## config.mk

```make
export PLATFORM = sky130hd
export DESIGN_NAME = ccff_loader
export DESIGN_NICKNAME = d
export VERILOG_FILES = /design/src/rtl/ccff_loader.sv
export SDC_FILE = /design/constraint.sdc
export NUM_CORES = 1
export LEC_CHECK = 0
export CELL_PAD_IN_SITES_DETAIL_PLACEMENT = 1
export CELL_PAD_IN_SITES_GLOBAL_PLACEMENT = 1
export CORE_ASPECT_RATIO = 0.6
export CORE_UTILIZATION = 40
export DETAILED_ROUTE_END_ITERATION = 6
export GPL_ROUTABILITY_DRIVEN = 0
export PLACE_DENSITY = 0.87
export SLEW_MARGIN = 10
export SYNTH_ARGS = -nofsm -noshare
export SYNTH_HDL_FRONTEND = slang
export SYNTH_SLANG_ARGS = --single-unit
```

## constraint.sdc

```tcl
create_clock -name prog_clk -period 3.63 [get_ports prog_clk]
set_input_delay 0.5445 -clock prog_clk [delete_from_list [all_inputs] [get_ports prog_clk]]
set_output_delay 0.5445 -clock prog_clk [all_outputs]
set_load 0.02 [all_outputs]
```

## src/rtl/ccff_loader.sv

```systemverilog
// ccff_loader: streams bitstream words MSB-first into a configuration chain.
// Readback by chain rotation is compiled in only with CCFF_READBACK_EN.
module ccff_loader #(
   parameter int unsigned CHAIN_LEN = 36,
   parameter int unsigned WORD_W    = 8
) (
   input  logic              prog_clk,
   input  logic              pReset,
   input  logic              start,
   input  logic [WORD_W-1:0] bs_data,
   input  logic              bs_valid,
   output logic              bs_ready,
   output logic              ccff_head,
   input  logic              ccff_tail,
   output logic              prog_clk_en,
   output logic              busy,
   output logic              done,
   input  logic              rb_req,
   output logic [WORD_W-1:0] rb_data,
   output logic              rb_valid
);

   localparam int unsigned NWORDS    = (CHAIN_LEN + WORD_W - 1) / WORD_W;
   localparam int unsigned LAST_BITS = CHAIN_LEN - (NWORDS - 1) * WORD_W;
   localparam int unsigned BIT_W     = $clog2(WORD_W + 1);
   localparam int unsigned WRD_W     = $clog2(NWORDS + 1);
   localparam int unsigned SH_W      = $clog2(CHAIN_LEN + 1);

   typedef enum logic [1:0] {
      IDLE = 2'd0,
      LOAD = 2'd1,
`ifdef CCFF_READBACK_EN
      RB   = 2'd3,
`endif
      DONE = 2'd2
   } state_e;

   state_e            state_q, state_d;
   logic [WORD_W-1:0] sreg_q, sreg_d;
   logic [BIT_W-1:0]  bits_q, bits_d;
   logic [WRD_W-1:0]  words_q, words_d;
   logic [SH_W-1:0]   shifts_q, shifts_d;
   logic              head_q, head_d;
   logic              en_q, en_d;
   logic              ready_q, ready_d;
   logic              busy_q, busy_d;
   logic              done_q, done_d;

   logic              accept;
   logic [WORD_W-1:0] src;
   logic [BIT_W-1:0]  cnt;
   logic [SH_W-1:0]   shifts_nx;
   logic [BIT_W:0]    left;

   assign accept = ready_q & bs_valid;

`ifdef CCFF_READBACK_EN
   logic [SH_W-1:0]   rb_cnt_q, rb_cnt_d;
   logic [WORD_W-1:0] rb_acc_q, rb_acc_d;
   logic [BIT_W-1:0]  rb_nb_q, rb_nb_d;
   logic [WORD_W-1:0] rb_data_q, rb_data_d;
   logic              rb_valid_q, rb_valid_d;
   logic [WORD_W-1:0] acc_nx;
   logic [BIT_W-1:0]  nb_nx;
   logic              rb_last;
`endif

   // Next-state and registered-output logic
   always_comb begin
      state_d   = state_q;
      sreg_d    = sreg_q;
      bits_d    = bits_q;
      words_d   = words_q;
      shifts_d  = shifts_q;
      head_d    = head_q;
      en_d      = 1'b0;
      done_d    = 1'b0;
      src       = '0;
      cnt       = '0;
      shifts_nx = shifts_q;
`ifdef CCFF_READBACK_EN
      rb_cnt_d   = rb_cnt_q;
      rb_acc_d   = rb_acc_q;
      rb_nb_d    = rb_nb_q;
      rb_data_d  = rb_data_q;
      rb_valid_d = 1'b0;
      acc_nx     = {rb_acc_q[WORD_W-2:0], ccff_tail};
      nb_nx      = rb_nb_q + BIT_W'(1);
      rb_last    = (rb_cnt_q == SH_W'(CHAIN_LEN - 1));
`endif
      case (state_q)
         IDLE: begin
            if (start) begin
               state_d  = LOAD;
               sreg_d   = '0;
               bits_d   = '0;
               words_d  = '0;
               shifts_d = '0;
            end
`ifdef CCFF_READBACK_EN
            else if (rb_req) begin
               state_d  = RB;
               en_d     = 1'b1;
               rb_cnt_d = '0;
               rb_acc_d = '0;
               rb_nb_d  = '0;
            end
`endif
         end
         LOAD: begin
            shifts_nx = shifts_q + SH_W'(en_q);
            shifts_d  = shifts_nx;
            if (shifts_nx == SH_W'(CHAIN_LEN)) begin
               state_d = DONE;
               done_d  = 1'b1;
            end else begin
               // The bit scheduled here is presented on head next cycle
               src = accept ? bs_data : sreg_q;
               if (accept)
                  cnt = (words_q == WRD_W'(NWORDS - 1)) ? BIT_W'(LAST_BITS) : BIT_W'(WORD_W);
               else
                  cnt = bits_q;
               if (accept) words_d = words_q + WRD_W'(1);
               if (cnt != '0) begin
                  head_d = src[WORD_W-1];
                  en_d   = 1'b1;
                  sreg_d = src << 1;
                  bits_d = cnt - BIT_W'(1);
               end else begin
                  sreg_d = src;
                  bits_d = '0;
               end
            end
         end
         DONE: state_d = IDLE;
`ifdef CCFF_READBACK_EN
         RB: begin
            rb_cnt_d = rb_cnt_q + SH_W'(1);
            // Close a word when full or at the chain end, left-aligned
            if (nb_nx == BIT_W'(WORD_W) || rb_last) begin
               rb_valid_d = 1'b1;
               rb_data_d  = acc_nx << (BIT_W'(WORD_W) - nb_nx);
               rb_acc_d   = '0;
               rb_nb_d    = '0;
            end else begin
               rb_acc_d = acc_nx;
               rb_nb_d  = nb_nx;
            end
            if (rb_last) begin
               state_d = DONE;
               done_d  = 1'b1;
            end else begin
               en_d = 1'b1;
            end
         end
`endif
         default: state_d = IDLE;
      endcase
      // The bit on head counts as one still left in the register
      left    = {1'b0, bits_d} + (BIT_W + 1)'(en_d);
      ready_d = (state_d == LOAD) && (left < (BIT_W + 1)'(2)) &&
                (words_d < WRD_W'(NWORDS));
`ifdef CCFF_READBACK_EN
      busy_d  = (state_d == LOAD) || (state_d == RB);
`else
      busy_d  = (state_d == LOAD);
`endif
   end

   always_ff @(posedge prog_clk or posedge pReset) begin
      if (pReset) begin
         state_q  <= IDLE;
         sreg_q   <= '0;
         bits_q   <= '0;
         words_q  <= '0;
         shifts_q <= '0;
         head_q   <= 1'b0;
         en_q     <= 1'b0;
         ready_q  <= 1'b0;
         busy_q   <= 1'b0;
         done_q   <= 1'b0;
      end else begin
         state_q  <= state_d;
         sreg_q   <= sreg_d;
         bits_q   <= bits_d;
         words_q  <= words_d;
         shifts_q <= shifts_d;
         head_q   <= head_d;
         en_q     <= en_d;
         ready_q  <= ready_d;
         busy_q   <= busy_d;
         done_q   <= done_d;
      end
   end

   assign bs_ready    = ready_q;
   assign prog_clk_en = en_q;
   assign busy        = busy_q;
   assign done        = done_q;

`ifdef CCFF_READBACK_EN
   always_ff @(posedge prog_clk or posedge pReset) begin
      if (pReset) begin
         rb_cnt_q   <= '0;
         rb_acc_q   <= '0;
         rb_nb_q    <= '0;
         rb_data_q  <= '0;
         rb_valid_q <= 1'b0;
      end else begin
         rb_cnt_q   <= rb_cnt_d;
         rb_acc_q   <= rb_acc_d;
         rb_nb_q    <= rb_nb_d;
         rb_data_q  <= rb_data_d;
         rb_valid_q <= rb_valid_d;
      end
   end

   // During readback the tail is looped straight back to the head
   assign ccff_head = (state_q == RB) ? ccff_tail : head_q;
   assign rb_data   = rb_data_q;
   assign rb_valid  = rb_valid_q;
`else
   logic unused_rb;
   assign unused_rb = rb_req ^ ccff_tail;
   assign ccff_head = head_q;
   assign rb_data   = '0;
   assign rb_valid  = 1'b0;
`endif

endmodule

```

# == Yosys cells after proc, flatten, opt, wreduce, memory -nomap -nowiden ==
# Index checks and enable logic that the tools add are counted.
# totals
regBits,28
latchBits,0
ram_bits,0
mem_bits_ro,0
in_bits,14
output_inout_bits,14
elab_cells,59
n_memories,0
# op_classes
addsub,4
mul,0
div_mod_pow,0
order_cmp,2
eq_ne,6
n_shift,0
n_mux,27
bitwise,2
n_reduce_logical,8
# ops
cell,count
$mux W8,4
$mux W4,7
$pmux W8 S2,1
$pmux W6 S2,1
$mux W3,3
$pmux W4 S2,1
$add A6 B1 Y6,1
$eq A6 B6 Y1 const B,1
$mux W6,1
$pmux W3 S2,1
$reduce_and A3 Y1,2
$add A4 B1 Y5,1
$lt A5 B2 Y1 const B,1
$mux W1,5
$eq A2 B1 Y1 const B,2
$mux W2,2
$ne A2 B2 Y1 const B,2
$pmux W2 S2,1
$reduce_bool A4 Y1,1
$sub A4 B1 Y4 const B,1
$add A3 B1 Y3 const B,1
$eq A3 B3 Y1 const B,1
$lt A3 B3 Y1 const B,1
$logic_and A1 B1 Y1,2
5 further kinds,5

# == Longest topological paths before layout ==
# depth
ltp_word,13
depth_mapped,12
ltp_nobuf,11

# == Worst setup path after synthesis ==
# No wires, ideal clock.
# synth_path
path_type,input -> register
startpoint,input bs_valid
endpoint,register ready_q (netlist: bs_ready)
setup_ps,96
t_arrival_ps,3211
t_required_ps,3534
path_slack_ps,323
path_stages,12
path_buffers,2
cell_sequence,nand2_1 -> clkbuf_1 -> nand2_1 -> ha_1 -> nor3b_1 -> clkbuf_1 -> a21oi_1 -> a22o_1 -> ha_1 -> nor4b_1 -> or4_1 -> nor4_2
# synth_via
elab_chain_len,12
elab_cells_between_ends,20
classes_between,add/sub: 2; order compare: 2; mux: 12; bitwise: 1; reduce/logical: 3
# synth_rtl
element,line_no,source
start: declaration,11,"input logic bs_valid,"
$and A1 B1 Y1,55,assign accept = ready_q & bs_valid;
$mux W4,119,if (accept)
$mux W4,113,if (shifts_nx == SH_W'(CHAIN_LEN)) begin
$mux W4,91,case (state_q)
$reduce_bool A4 Y1,124,if (cnt != '0) begin
$mux W1,124,
$mux W1,113,
$mux W1,91,
via en_d,44,"logic en_q, en_d;"
$add A4 B1 Y5,160,"left = {1'b0, bits_d} + (BIT_W + 1)'(en_d);"
$lt A5 B2 Y1,161,ready_d = (state_d == LOAD) && (left < (BIT_W + 1)'(2)) &&
$logic_and A1 B1 Y1 (2 in a row),161,
via ready_d,45,"logic ready_q, ready_d;"
end signal: assignment,190,ready_q <= ready_d;
end: declaration,45,
# The timed path passes the listed nets, and every way through them passes these cells. The select of a mux whose other input is x is not followed.
# A chain may end at the register's enable or synchronous reset.

# == Worst setup path after layout ==
# layout_path
startpoint,register en_q (netlist: prog_clk_en)
endpoint,register ready_q (netlist: bs_ready)
# layout_via
elab_chain_len,8
elab_cells_between_ends,16
classes_between,add/sub: 2; order compare: 2; eq/ne: 2; mux: 8; reduce/logical: 2
# layout_rtl
element,line_no,source
start: declaration,44,
start signal: assignment,189,en_q <= en_d;
$add A6 B1 Y6,111,shifts_nx = shifts_q + SH_W'(en_q);
$eq A6 B6 Y1,113,
$mux W4,113,
$pmux W4 S2,91,
via bits_d[1],40,"logic [BIT_W-1:0] bits_q, bits_d;"
$add A4 B1 Y5,160,
$lt A5 B2 Y1,161,
$logic_and A1 B1 Y1 (2 in a row),161,
via ready_d,45,
# The timed path passes the listed nets, and every way through them passes these cells.

==> summary.txt <==
Setup bufs post-CTS: 0
Drt wl/cell: 16.51 um
Switching share of power: 42.64%
Core area: 0.003850 mm^2
M2 GR Usage: 33.73%
Placed insts: 250
# DRC: 0
Commonest cells post-synth: 28 x dfrtp_1, 26 x nand2_1, 12 x nor2_1
Pwr/cell area: 895.2 mW/mm^2
First-pass GRT wire length: 6982 um
Latest clock arrival within the worst-skew pair: 290 ps
Layer with the highest usage: met2
Initial Util: 43.65%
CTS root buffer: clkbuf_8
Max cap viols: 0
Met1 Use GR: 28.42%
Synth top area share: 41.70%
FF+latch area: 700.7 um^2
Area grow syn2layout: 16.60%
Hold WC Path Type: register to register
FF+latch count, synth: 28
Global route overflow: 0
RSZ-0062 raised after global routing: no
Worst setup EP type: register
Multi-input logic area: 888.4 um^2
Status: finished clean
# diodes: 0
Number of global-route vias before repair: 1435
Die height: 52.21 um
Logic pwr share: 52.6%
Top FF cell, synth: dfrtp_1
Clk network pwr share: 14.4%
Total Routing Usage GR: 20.80%
Worst rel slew slack: 29.52%
Cells after synthesis: 180
Final Hold Vio Count: 0
Initial antenna violation count: 0
Synth warnings: 0
CP required: 3820 ps
Die Span X: 85.68 um
Vias: 1354
Post-synth EDFFs: 0
Row count: 17
Switching power total: 0.7479 mW
Cell accounting for the most synthesized area: dfrtp_1
Htree depth: 1
Reg power frac: 32.9%
CTS clk-pin slew, worst paths: 100 ps
Fmax: 300.1 MHz
Fillcell total: 435
Leak: 0.8790 nW
WHS: 527.1 ps
# nets final: 219
Pint: 1.006 mW
Crit share post-route: 91.79%
Die area: 0.004473 mm^2
VDD IR max: 0.3992 mV
Num CTS Buffers: 3
Worst Skew: 5.845 ps
Detailed router's first-iteration violation count: 65
Fin crit period: 3332 ps
DR pass1 iterations: 4
Final setup TNS: 0 ps
Most common cell in the netlist: dfrtp_1
Worst EP arrival: 3520 ps
CTS max path bufs: 2
Top Ports: 28
Seq/Total Area, Yosys: 41.70%
Crit Path Class: register to register
Routed Antenna Nets: 0
GR met3 Demand/Resource: 4.409%
Top post-synthesis cells by area: dfrtp_1 42%, nand2_1 5.8%, mux2i_1 5.4%
Final setup fails: 0
Critical Path Start Type: register
Sink Count: 28
Synthesized area: 0.001680 mm^2
Crit-path max FO: 3
Slew @ Worst Pin: 1051 ps
Post-cts sizing count: 0
Final Max Tran Viols: 0
Layout cells sized above 1: 8.629%
Unique masters post-synth: 41
Finished Layout Cells: 254
HPWL Detailed: 3115 um
CTS Hold Bufs: 0
Syn_area_per_cell: 9.335 um^2
CTS tree: done
Port Buf Inserts: 16
Vias/cell: 5.331
Post-Route WL: 4194 um
Async S/R FF share, synth: 100.0%
Pin count of the biggest net entering global routing: 29
## critical path, cell delays in order (launching register included)
cell and delay (ps):
dfrtp_1 410, ha_1 240, ha_1 310, nor3_1 340, nand2_1 140, a211oi_1 360, a21o_1 190, a22o_1 200
ha_1 240, or4_1 560, nor4_2 250
## power groups by stage
stage,clock network [mW],logic [mW],registers (mW)
final,0.253,0.923,0.577
after global routing,0.272,1.02,0.596
after CTS,0.261,0.932,0.577
after detailed placement,0,0.918,0.580
after global placement,0,0.839,0.565
after floorplan,0,0.684,0.544
## through the flow
step           power, mW  util [%]  area [um^2]  setup slack, ps
2_1_floorplan      1.227         -         1710            323.0
3_3_place_gp       1.404     49.04         1888            386.2
3_5_place_dp       1.498     49.04         1888            196.6
4_1_cts            1.770     50.89         1959            244.8
5_1_grt            1.886     50.89         1959            116.5
6_report           1.754     50.89         1959            298.2
## registers in the layout, indices dropped and copies added, names as in the netlist
name,flops
ccff_head,1
words_q,3
busy,1
bs_ready,1
shifts_q,6
sreg_q,8
state_q,2
bits_q,4
done,1
prog_clk_en,1
## area by class of cell
type / instances / share of cell area [%]
tap: 57 / 3.640
inverter: 6 / 1.149
clock buffer: 3 / 2.107
sequential: 28 / 35.76
clock inverter: 1 / 1.533
timing repair buffer: 22 / 10.47
multi-input combinational: 137 / 45.34
## metal layers
layer,part of all wire (%),wire length [um]
met4,1.4,57
met1,49,2066
met2,46,1945
met3,3.0,124
met5,0,0
## cells by family after synthesis
family / after synthesis / share of synthesized area (%)
other: 1 / 0.2232
buffers and inverters: 23 / 7.520
flip-flops: 28 / 41.70
adder cells (fa/ha/maj): 7 / 5.212
AND/OR/NAND/NOR: 62 / 17.87
multiplexers: 12 / 7.372
AO/OA/AOI/OAI: 43 / 18.02
XOR/XNOR: 4 / 2.085
## placed cells by master (no fill, tap or decap), types with 2 or more instances in the layout
master and count:
o211ai_1 6, clkbuf_8 3, nand2b_1 4, and2_1 3
buf_4 6, a22o_1 5, xnor2_1 2, mux2_2 3
inv_1 5, mux2i_1 9, conb_1 9, a21o_1 6
nand2_1 26, dfrtp_1 28, or4_1 2, o21ai_0 10
clkdlybuf4s50_1 16, xor2_1 2, a21oi_1 6, nor3_1 3
nor2_1 12, ha_1 7, nand3_1 4
## final timing paths
path	start	cells past startpoint	slack [ps]	endpoint
hold / removal	words_q[2]	1	530	words_q[2]
min in group asynchronous	pReset	2	680	sreg_q[1]
hold reg to reg	words_q[2]	1	530	words_q[2]
max in group asynchronous	pReset	2	2460	sreg_q[4]
setup reg to reg	prog_clk_en	10	300	bs_ready
setup / recovery	prog_clk_en	10	300	bs_ready
Note: power is estimated with default switching activity, not from simulation.
